--- src/rtl/video_mode_pkg.sv ---
// Shared video-mode types and default detector thresholds (also used by the scaler top).
package video_mode_pkg;

    typedef enum logic [1:0] {
        MODE_NONE   = 2'd0,
        MODE_PAL50  = 2'd1,
        MODE_NTSC60 = 2'd2,
        MODE_VGA    = 2'd3
    } mode_t;

    typedef enum logic {
        S_SEARCH  = 1'b0,
        S_MEASURE = 1'b1
    } state_t;

    localparam int unsigned DEF_FRAME_CNT_W     = 22;
    localparam int unsigned DEF_LINE_CNT_W      = 11;
    localparam int unsigned DEF_THRESH_55HZ     = 1350000;
    localparam int unsigned DEF_TIMEOUT_CLKS    = 3000000;
    localparam int unsigned DEF_VGA_LINE_MIN    = 400;
    localparam int unsigned DEF_MIN_LINES       = 200;
    localparam int unsigned DEF_STABLE_FRAMES   = 3;
    localparam bit          DEF_SYNC_ACTIVE_LOW = 1'b1;

endpackage

--- src/rtl/sync_edge_detect.sv ---
// Two-flop synchronizer for a raw sync input followed by a registered leading-edge pulse.
module sync_edge_detect #(
    parameter bit ACTIVE_LOW = 1'b1
) (
    input  logic clk,
    input  logic rst,
    input  logic i_sync,
    output logic o_edge
);

    logic [1:0] meta_q, meta_d;
    logic       last_q, last_d;
    logic       edge_q, edge_d;

    // Sync is normalised to active-high at the first flop so reset (all zeros) means idle.
    always_comb begin
        meta_d = {meta_q[0], i_sync ^ ACTIVE_LOW};
        last_d = meta_q[1];
        edge_d = meta_q[1] & ~last_q;
    end

    always_ff @(posedge clk or posedge rst) begin
        if (rst) begin
            meta_q <= '0;
            last_q <= 1'b0;
            edge_q <= 1'b0;
        end else begin
            meta_q <= meta_d;
            last_q <= last_d;
            edge_q <= edge_d;
        end
    end

    assign o_edge = edge_q;

endmodule

--- src/rtl/video_mode_detect.sv ---
// Measures frame period / line count of the raw PAL/Amiga syncs and commits a
// hysteresis-filtered video mode with loss-of-signal timeout.
module video_mode_detect
    import video_mode_pkg::*;
#(
    parameter int unsigned FRAME_CNT_W     = DEF_FRAME_CNT_W,
    parameter int unsigned LINE_CNT_W      = DEF_LINE_CNT_W,
    parameter int unsigned THRESH_55HZ     = DEF_THRESH_55HZ,
    parameter int unsigned TIMEOUT_CLKS    = DEF_TIMEOUT_CLKS,
    parameter int unsigned VGA_LINE_MIN    = DEF_VGA_LINE_MIN,
    parameter int unsigned MIN_LINES       = DEF_MIN_LINES,
    parameter int unsigned STABLE_FRAMES   = DEF_STABLE_FRAMES,
    parameter bit          SYNC_ACTIVE_LOW = DEF_SYNC_ACTIVE_LOW
) (
    input  logic                   clk,
    input  logic                   reset,
    input  logic                   i_pal_hsync,
    input  logic                   i_pal_vsync,
    output logic [1:0]             o_mode,
    output logic                   o_valid,
    output logic                   o_50hz,
    output logic                   o_passthrough,
    output logic                   o_mode_change,
    output logic [LINE_CNT_W-1:0]  o_lines,
    output logic [FRAME_CNT_W-1:0] o_frame_clks,
    output logic                   o_meas_strobe
);

    localparam int unsigned STB_W = $clog2(STABLE_FRAMES + 1);
    localparam int unsigned TMO_W = $clog2(TIMEOUT_CLKS + 1);

    localparam logic [FRAME_CNT_W-1:0] FRAME_MAX = '1;
    localparam logic [LINE_CNT_W-1:0]  LINE_MAX  = '1;
    localparam logic [FRAME_CNT_W-1:0] THRESH_F  = FRAME_CNT_W'(THRESH_55HZ);
    localparam logic [LINE_CNT_W-1:0]  VGA_L     = LINE_CNT_W'(VGA_LINE_MIN);
    localparam logic [LINE_CNT_W-1:0]  MIN_L     = LINE_CNT_W'(MIN_LINES);
    localparam logic [STB_W-1:0]       STB_MAX   = STB_W'(STABLE_FRAMES);
    localparam logic [TMO_W-1:0]       TMO_LAST  = TMO_W'(TIMEOUT_CLKS - 1);

    logic hs_edge, vs_edge;

    sync_edge_detect #(.ACTIVE_LOW(SYNC_ACTIVE_LOW)) u_hs_sync (
        .clk    (clk),
        .rst    (reset),
        .i_sync (i_pal_hsync),
        .o_edge (hs_edge)
    );

    sync_edge_detect #(.ACTIVE_LOW(SYNC_ACTIVE_LOW)) u_vs_sync (
        .clk    (clk),
        .rst    (reset),
        .i_sync (i_pal_vsync),
        .o_edge (vs_edge)
    );

    state_t                 state_q, state_d;
    logic [FRAME_CNT_W-1:0] frame_cnt_q, frame_cnt_d;
    logic [LINE_CNT_W-1:0]  line_cnt_q, line_cnt_d;
    logic [TMO_W-1:0]       tmo_q, tmo_d;
    mode_t                  cand_q, cand_d;
    logic [STB_W-1:0]       stable_q, stable_d;
    mode_t                  mode_q, mode_d;
    logic                   valid_q, valid_d;
    logic                   hz50_q, hz50_d;
    logic                   pass_q, pass_d;
    logic                   change_q, change_d;
    logic [LINE_CNT_W-1:0]  lines_q, lines_d;
    logic [FRAME_CNT_W-1:0] fclks_q, fclks_d;
    logic                   strobe_q, strobe_d;
    mode_t                  cand_new;
    logic                   timeout;

    function automatic mode_t classify(input logic [LINE_CNT_W-1:0]  lines,
                                       input logic [FRAME_CNT_W-1:0] clks);
        if (lines < MIN_L || clks == FRAME_MAX) return MODE_NONE;
        if (lines > VGA_L)                      return MODE_VGA;
        if (clks >= THRESH_F)                   return MODE_PAL50;
        return MODE_NTSC60;
    endfunction

    always_comb begin
        state_d     = state_q;
        frame_cnt_d = frame_cnt_q;
        line_cnt_d  = line_cnt_q;
        cand_d      = cand_q;
        stable_d    = stable_q;
        mode_d      = mode_q;
        lines_d     = lines_q;
        fclks_d     = fclks_q;
        change_d    = 1'b0;
        strobe_d    = 1'b0;
        cand_new    = MODE_NONE;

        // A vsync edge on the expiry clock suppresses the timeout.
        timeout = !vs_edge && (tmo_q == TMO_LAST);
        if (vs_edge || timeout) tmo_d = '0;
        else                    tmo_d = tmo_q + 1'b1;

        unique case (state_q)
            S_SEARCH: begin
                frame_cnt_d = '0;
                line_cnt_d  = '0;
                if (vs_edge) begin
                    state_d     = S_MEASURE;
                    frame_cnt_d = FRAME_CNT_W'(1);
                end
            end
            S_MEASURE: begin
                if (frame_cnt_q != FRAME_MAX) frame_cnt_d = frame_cnt_q + 1'b1;
                if (hs_edge && line_cnt_q != LINE_MAX) line_cnt_d = line_cnt_q + 1'b1;
                if (vs_edge) begin
                    lines_d     = line_cnt_q;
                    fclks_d     = frame_cnt_q;
                    strobe_d    = 1'b1;
                    frame_cnt_d = FRAME_CNT_W'(1);
                    line_cnt_d  = LINE_CNT_W'(hs_edge);
                    cand_new    = classify(line_cnt_q, frame_cnt_q);
                    if (cand_new != cand_q)     stable_d = STB_W'(1);
                    else if (stable_q != STB_MAX) stable_d = stable_q + 1'b1;
                    cand_d = cand_new;
                    if (stable_d == STB_MAX && cand_new != mode_q) begin
                        mode_d   = cand_new;
                        change_d = 1'b1;
                    end
                end
            end
            default: state_d = S_SEARCH;
        endcase

        if (timeout) begin
            state_d     = S_SEARCH;
            frame_cnt_d = '0;
            line_cnt_d  = '0;
            cand_d      = MODE_NONE;
            stable_d    = '0;
            lines_d     = '0;
            fclks_d     = '0;
            if (mode_q != MODE_NONE) begin
                mode_d   = MODE_NONE;
                change_d = 1'b1;
            end
        end

        valid_d = (mode_d != MODE_NONE);
        hz50_d  = (mode_d == MODE_PAL50);
        pass_d  = (mode_d == MODE_VGA);
    end

    always_ff @(posedge clk or posedge reset) begin
        if (reset) begin
            state_q     <= S_SEARCH;
            frame_cnt_q <= '0;
            line_cnt_q  <= '0;
            tmo_q       <= '0;
            cand_q      <= MODE_NONE;
            stable_q    <= '0;
            mode_q      <= MODE_NONE;
            valid_q     <= 1'b0;
            hz50_q      <= 1'b0;
            pass_q      <= 1'b0;
            change_q    <= 1'b0;
            lines_q     <= '0;
            fclks_q     <= '0;
            strobe_q    <= 1'b0;
        end else begin
            state_q     <= state_d;
            frame_cnt_q <= frame_cnt_d;
            line_cnt_q  <= line_cnt_d;
            tmo_q       <= tmo_d;
            cand_q      <= cand_d;
            stable_q    <= stable_d;
            mode_q      <= mode_d;
            valid_q     <= valid_d;
            hz50_q      <= hz50_d;
            pass_q      <= pass_d;
            change_q    <= change_d;
            lines_q     <= lines_d;
            fclks_q     <= fclks_d;
            strobe_q    <= strobe_d;
        end
    end

    assign o_mode        = mode_q;
    assign o_valid       = valid_q;
    assign o_50hz        = hz50_q;
    assign o_passthrough = pass_q;
    assign o_mode_change = change_q;
    assign o_lines       = lines_q;
    assign o_frame_clks  = fclks_q;
    assign o_meas_strobe = strobe_q;

endmodule
--- config.mk ---
export PLATFORM = sky130hd
export DESIGN_NAME = video_mode_detect
export DESIGN_NICKNAME = d
export VERILOG_FILES = /design/src/rtl/video_mode_pkg.sv /design/src/rtl/sync_edge_detect.sv /design/src/rtl/video_mode_detect.sv
export SDC_FILE = /design/constraint.sdc
export NUM_CORES = 1
export LEC_CHECK = 0
export CAP_MARGIN = 25
export CORE_MARGIN = 2
export CORE_UTILIZATION = 50
export CTS_CLUSTER_SIZE = 28
export DETAILED_ROUTE_END_ITERATION = 6
export PLACE_DENSITY_LB_ADDON = 0.3
export SYNTH_ARGS = -nofsm -noshare
export SYNTH_HDL_FRONTEND = slang
export SYNTH_HIERARCHICAL = 1
export SYNTH_SLANG_ARGS = --single-unit
--- constraint.sdc ---
create_clock -name clk -period 8.7 [get_ports clk]
set_clock_uncertainty 0.05 [all_clocks]
set_input_delay 1.74 -clock clk [delete_from_list [all_inputs] [get_ports clk]]
set_output_delay 1.74 -clock clk [all_outputs]
set_load 0.005 [all_outputs]
==> impl_metrics.py, run 1 <==
metrics = {
    "status": {
        "outcome": "finished, final reports clean",
    },
    "timing": {
        "hold_viol_final": 0,
        "period_needed_ns": 3.17,
        "timing.final.crit_share_pct": 36.4,
        "worst_pin_slew_ns": 0.687,
        "fin_setup_tns_ns": 0,
        "grt_setup_unrepaired": "no",
        "timing.final.ws_setup_ns": 5.53,
        "drv_slew": 0,
        "clock.fmax_mhz": 315,
        "setup_viol": 0,
        "slew_headroom_pct": 54.1,
    },
    "setup_path": {
        "critPathLaunch": "o_mode[1]",
        "critPathMaxStageDelay_ns": 0.54,
        "rr_worst_depth": 9,
        "critPathCapture": "o_mode[1]",
        "cp-start-kind": "flip-flop",
        "cp.buffers_inverters": 1,
        "crit_path_end_kind": "output pin",
        "slowest_stage": "clkdlybuf4s50_1",
        "critical_path_class": "flip-flop to output pin",
        "worst_ep_required_time_ns": 6.91,
        "reg2reg_from": "line_cnt_q[0]",
        "worstPathMaxFanout": 7,
        "cp_num_cells": 1,
        "r2r_setup_slack_ns": 5.90,
        "crit_chain": "clkdlybuf4s50_1",
        "arrival_ns": 1.38,
        "cp_top_family": "buffers and inverters",
        "reg2reg_to": "o_mode_change",
    },
    "min_path": {
        "hold_class": "flip-flop to flip-flop",
    },
    "placed_design": {
        "dp_hpwl_um": 7120,
        "preCtsSetupSlack_ns": 5.21,
        "port_buffers": 43,
        "gp_congestion": 0.916,
    },
    "clock_tree": {
        "path_clk_slew_ns": 0.10,
        "cts_hold_buffers": 0,
        "cts_tree": "built",
        "cts-buffers-inserted": 9,
        "clock_sinks": 108,
        "cts-root-buf": "clkbuf_8",
        "htreeDepth": 3,
        "postCtsSetupRepairBufs": 0,
        "ctsResizeCount": 0,
        "clk_latency_ns": 0.38,
        "cts_buffer_depth": 2,
    },
    "detailed_routing": {
        "wire_per_inst_um": 14.6,
        "drt-initial-drc-count": 175,
        "vias": 3959,
        "avgViaCountPerCell": 5.56,
        "finalWirelength_um": 10400,
        "ant_nets": 0,
        "dr.pass1.iters": 4,
        "drcViolationCount": 0,
    },
    "layout": {
        "fin_nets": 583,
        "area_growth_pct": 15.6,
        "antenna_cells": 0,
        "drive_gt1_share_pct": 5.35,
        "nFillCells": 871,
        "layout_common_cells": "dfrtp_1 (108), nand2_1 (93), nor2_1 (62)",
        "layout_commonest_cell": "dfrtp_1",
    },
    "global_routing": {
        "gr-total-overflow": 0,
        "antenna_found_initial": 0,
        "grtUsageTotal_pct": 20.0,
        "grt_pass1_vias": 3846,
        "grt_pass1_wl_um": 17900,
        "grt_max_degree": 80,
    },
    "pwr": {
        "switching_share_pct": 26.8,
        "leakagePower_nw": 2.68,
        "clock_power_share_pct": 32.1,
        "p_seq_share_pct": 57.3,
        "p_int_uw": 724,
        "worst_ir_drop_vdd_mv": 0.100,
        "p_sw_uw": 265,
        "power_density_mw_per_mm2": 170,
        "pwr-share-comb_pct": 10.7,
    },
    "logic_synthesis": {
        "synth-seq-cells": 108,
        "synth_cell_types": 51,
        "synthCells": 538,
        "netlist_area_sq_mm": 0.00502,
        "synth_area_per_cell_sq_um": 9.33,
        "synth_edf_count": 0,
        "synth-async-reset-ratio_pct": 100,
        "yosys-top-cells-area": "dfrtp_1 (54%), nand2_1 (7.0%), nand3_1 (5.7%), xor2_1 (5.2%), nor2_1 (4.6%)",
        "synth_top_area_share_pct": 53.9,
        "yosysSeqAreaShare_pct": 53.9,
        "synth_top_flop_cell": "dfrtp_1",
        "synth_top_area_cell": "dfrtp_1",
        "ys_warn_count": 6,
        "syn-num-nets": 547,
    },
    "floorplanning": {
        "die_h_um": 104,
        "ios": 44,
        "core_sq_mm": 0.00977,
        "die_w_um": 104,
        "initial_core_util_pct": 51.3,
        "placementRows": 36,
        "die_area_sq_mm": 0.0109,
    },
    "job": {
        "maxCapViolations": 0,
    },
}
==> synthesized netlist by cell type, types with 3 or more instances <==
cell type / count
dfrtp_1: 108
and2_1: 3
a21oi_1: 21
inv_1: 16
ha_1: 5
nand4_1: 14
a211oi_1: 5
nor3_1: 5
or3_1: 9
xnor2_1: 9
nand2_1: 93
xor2_1: 30
and3_1: 9
clkbuf_1: 20
nand3_1: 57
o22ai_1: 3
buf_1: 3
nor2_1: 62
or4_1: 3
o21ai_0: 20
and4_1: 6
==> how the worst min path moves through the flow <==
stage,startpoint,slack (ns),depth (start not counted),end
after global placement,u_hs_sync/meta_q[0],0.28,0,u_hs_sync/meta_q[1]
after floorplan,u_hs_sync/meta_q[0],0.28,0,u_hs_sync/meta_q[1]
after detailed placement,u_vs_sync/meta_q[0],0.29,0,u_vs_sync/meta_q[1]
final,u_vs_sync/meta_q[0],0.31,0,u_vs_sync/meta_q[1]
after CTS,u_vs_sync/meta_q[0],0.31,0,u_vs_sync/meta_q[1]
after global routing,u_hs_sync/meta_q[0],0.32,0,u_hs_sync/meta_q[1]
==> final cells by class <==
class                      instances  area [sq um]  area share, %
clock buffer                      10           138           2.37
timing repair buffer              49           495           8.54
sequential                       108          2700           46.6
clock inverter                     6          71.3           1.23
tap                              133           166           2.87
multi-input combinational        390          2160           37.3
inverter                          16          62.6           1.08
==> metrics by stage <==
step / utilization, % / cell area (sq um) / hold slack, ns / power (mW) / cells
after global routing: 59.3 / 5800 / 0.317 / 1.03 / 712
after detailed placement: 56.9 / 5560 / 0.286 / 0.681 / 695
after global placement: 56.9 / 5560 / 0.282 / 0.674 / 695
final: 59.3 / 5800 / 0.309 / 0.988 / 712
after CTS: 59.1 / 5770 / 0.309 / 0.997 / 711
after floorplan: - / 5020 / 0.281 / 0.632 / 538
==> cells by family after synthesis <==
kind of cell	Yosys count	synth area share (%)
compound gates	68	8.40
xor+xnor	39	6.81
fa+ha+maj	5	1.25
buf+inv	40	3.02
flops	108	53.9
mux	1	0.200
simple gates	277	26.5
==> power groups by stage <==
stage | registers [mW] | clock network, mW | logic [mW]
2_1_floorplan | 0.567 | 0 | 0.0654
3_5_place_dp | 0.575 | 0 | 0.106
4_1_cts | 0.566 | 0.325 | 0.106
6_report | 0.566 | 0.317 | 0.106
5_1_grt | 0.571 | 0.339 | 0.121
3_3_place_gp | 0.572 | 0 | 0.101
==> state kept, by name, indices dropped and copies added, names as in the netlist, 11 cells and up <==
signal	flops
frame_cnt_q	22
line_cnt_q	11
o_frame_clks	22
o_lines	11
tmo_q	22
==> metal layers <==
layer  vias to the layer above  track usage [%]  wire, um
met5                         -                0         0
met3                        13             2.44       293
met4                         0             9.36       178
li1                       1922                -         -
met1                      1945             26.9      4830
met2                        79             32.6      5060
(Power assumes the default switching activity.)
==> inputs of run 2 (changes only) <==
- clock period: 8.7 -> 3.13 ns (I/O delays scaled with it)
==> run 2 against run 1 <==
Combinational power rose to 2.8 times the previous value. Sequential share of layout area decreased by 0.12 points. Critical path type is now flip-flop to flip-flop. First-iteration DRC count shrank 27%. Sequential cell count unchanged. Global-route usage about the same. Critical path depth rose by 8. Non-clock buffer count grew 2. Clock power increased to 2.8 times the previous value. Power grew to 2.8 times the previous value. Worst hold slack better by 0.0025 ns. Via count is 1.9% lower.
==> impl_metrics.py, run 2 (synthesis gave the netlist of run 1 again) <==
metrics = {
    "status": {
        "outcome": "finished, final reports clean",
    },
    "setup_path": {
        "crit_path_end_kind": "flip-flop",
        "r2r_setup_slack_ns": 0.33,
        "cp_common_cell": "o21ai_0",
        "slowest_stage": "a2111oi_0",
        "critical_path_class": "flip-flop to flip-flop",
        "critPathMaxStageDelay_ns": 0.64,
        "cp-start-kind": "flip-flop",
        "arrival_ns": 2.99,
        "worstPathMaxFanout": 5,
        "worst_ep_required_time_ns": 3.33,
        "crit_chain": "inv_1 -> ha_1 -> or3b_1 -> a2111oi_0 -> nor2_1 -> o21ai_0 -> o22ai_1 -> o21ai_0 -> nand3_1",
    },
    "timing": {
        "worst_pin_slew_ns": 0.721,
        "timing.final.crit_share_pct": 89.4,
        "period_needed_ns": 2.80,
        "holdWs_ns": 0.311,
        "fin_setup_tns_ns": 0,
        "grt_setup_unrepaired": "no",
        "setup_viol": 0,
        "hold_viol_final": 0,
        "slew_headroom_pct": 51.8,
        "drv_slew": 0,
        "timing.final.ws_setup_ns": 0.333,
        "clock.fmax_mhz": 358,
    },
    "global_routing": {
        "antenna_found_initial": 0,
        "grt_pass1_wl_um": 17900,
        "grt_pass1_vias": 3792,
        "grtUsageTotal_pct": 20.0,
        "gr-total-overflow": 0,
        "grt_max_degree": 47,
    },
    "clock_tree": {
        "cts-buffers-inserted": 9,
        "cts_hold_buffers": 0,
        "path_clk_slew_ns": 0.09,
        "cts_tree": "built",
        "cts_buffer_depth": 2,
        "cts-root-buf": "clkbuf_8",
        "htreeDepth": 3,
        "clock_sinks": 108,
        "clk_latency_ns": 0.37,
        "postCtsSetupRepairBufs": 0,
        "ctsResizeCount": 0,
    },
    "placed_design": {
        "dp_hpwl_um": 7210,
        "placed_cells": 698,
        "port_buffers": 43,
        "preCtsSetupSlack_ns": 0.454,
        "gp_congestion": 0.945,
    },
    "floorplanning": {
        "die_h_um": 104,
        "die_w_um": 104,
        "core_sq_mm": 0.00977,
        "placementRows": 36,
        "initial_core_util_pct": 51.3,
        "die_area_sq_mm": 0.0109,
        "ios": 44,
    },
    "detailed_routing": {
        "vias": 3884,
        "dr.pass1.iters": 4,
        "drt-initial-drc-count": 128,
        "finalWirelength_um": 10400,
        "drcViolationCount": 0,
        "avgViaCountPerCell": 5.44,
        "ant_nets": 0,
        "wire_per_inst_um": 14.5,
    },
    "pwr": {
        "power_density_mw_per_mm2": 473,
        "clock_power_share_pct": 32.0,
        "p_seq_share_pct": 57.2,
        "p_sw_uw": 717,
        "p_int_mw": 2.03,
        "switching_share_pct": 26.1,
        "worst_ir_drop_vdd_mv": 0.253,
        "pwr-share-comb_pct": 10.9,
        "leakagePower_nw": 2.69,
    },
    "layout": {
        "fin_util_pct": 59.5,
        "antenna_cells": 0,
        "drive_gt1_share_pct": 5.34,
        "layout_common_cells": "dfrtp_1 (108), nand2_1 (93), nor2_1 (62)",
        "area_growth_pct": 15.9,
        "fin_nets": 585,
        "layout_commonest_cell": "dfrtp_1",
        "fin_cells": 714,
    },
    "job": {
        "maxCapViolations": 0,
    },
    "min_path": {
        "hold_class": "flip-flop to flip-flop",
    },
}
-- run 2: power groups by stage --
| stage | sequential (mW) | clock, mW | combinational [mW] |
|---|---|---|---|
| after floorplan | 1.58 | 0 | 0.182 |
| after global placement | 1.59 | 0 | 0.289 |
| after detailed placement | 1.60 | 0 | 0.301 |
| after CTS | 1.57 | 0.896 | 0.304 |
| after global routing | 1.58 | 0.955 | 0.343 |
| final | 1.57 | 0.879 | 0.298 |
-- run 2: area by class of cell --
class / count / area (sq um)
clock inverter: 3 / 43.8
clock buffer: 13 / 159
timing repair buffer: 51 / 515
fill: 860 / 3960
inverter: 16 / 63.8
tap: 133 / 166
sequential: 108 / 2700
multi-input combinational: 390 / 2160
-- run 2: worst paths after layout --
kind                                startpoint                  end  depth (start not counted)
hold / removal             u_hs_sync/meta_q[0]  u_hs_sync/meta_q[1]                          0
setup reg to reg                 line_cnt_q[0]        o_mode_change                          9
setup / recovery                 line_cnt_q[0]        o_mode_change                          9
min in group asynchronous                reset     u_hs_sync/o_edge                          2
hold reg to reg            u_hs_sync/meta_q[0]  u_hs_sync/meta_q[1]                          0
max in group asynchronous                reset      o_frame_clks[7]                          3
-- run 2: per-stage QoR --
stage	area, sq um	power, mW
5_1_grt	5810	2.88
3_5_place_dp	5610	1.90
6_report	5810	2.75
2_1_floorplan	5020	1.76
4_1_cts	5810	2.77
3_3_place_gp	5610	1.88
-- run 2: layer usage --
| layer | vias up | GRT usage, % | part of all wire, % |
|---|---|---|---|
| met2 | 74 | 33.3 | 48 |
| li1 | 1922 | - | - |
| met4 | 0 | 5.69 | 1.1 |
| met1 | 1880 | 27.1 | 47 |
| met3 | 8 | 3.63 | 4.0 |
| met5 | - | 0 | 0 |
-- run 2: critical path: cells and delay by family, from the launching register on --
| kind | cells | cell delay (ns) |
|---|---|---|
| AO/OA/AOI/OAI | 4 | 1.36 |
| AND/OR/NAND/NOR | 3 | 0.62 |
| adder cells (fa/ha/maj) | 1 | 0.13 |
| buffers and inverters | 1 | 0.09 |
| flip-flops | 1 | 0.43 |
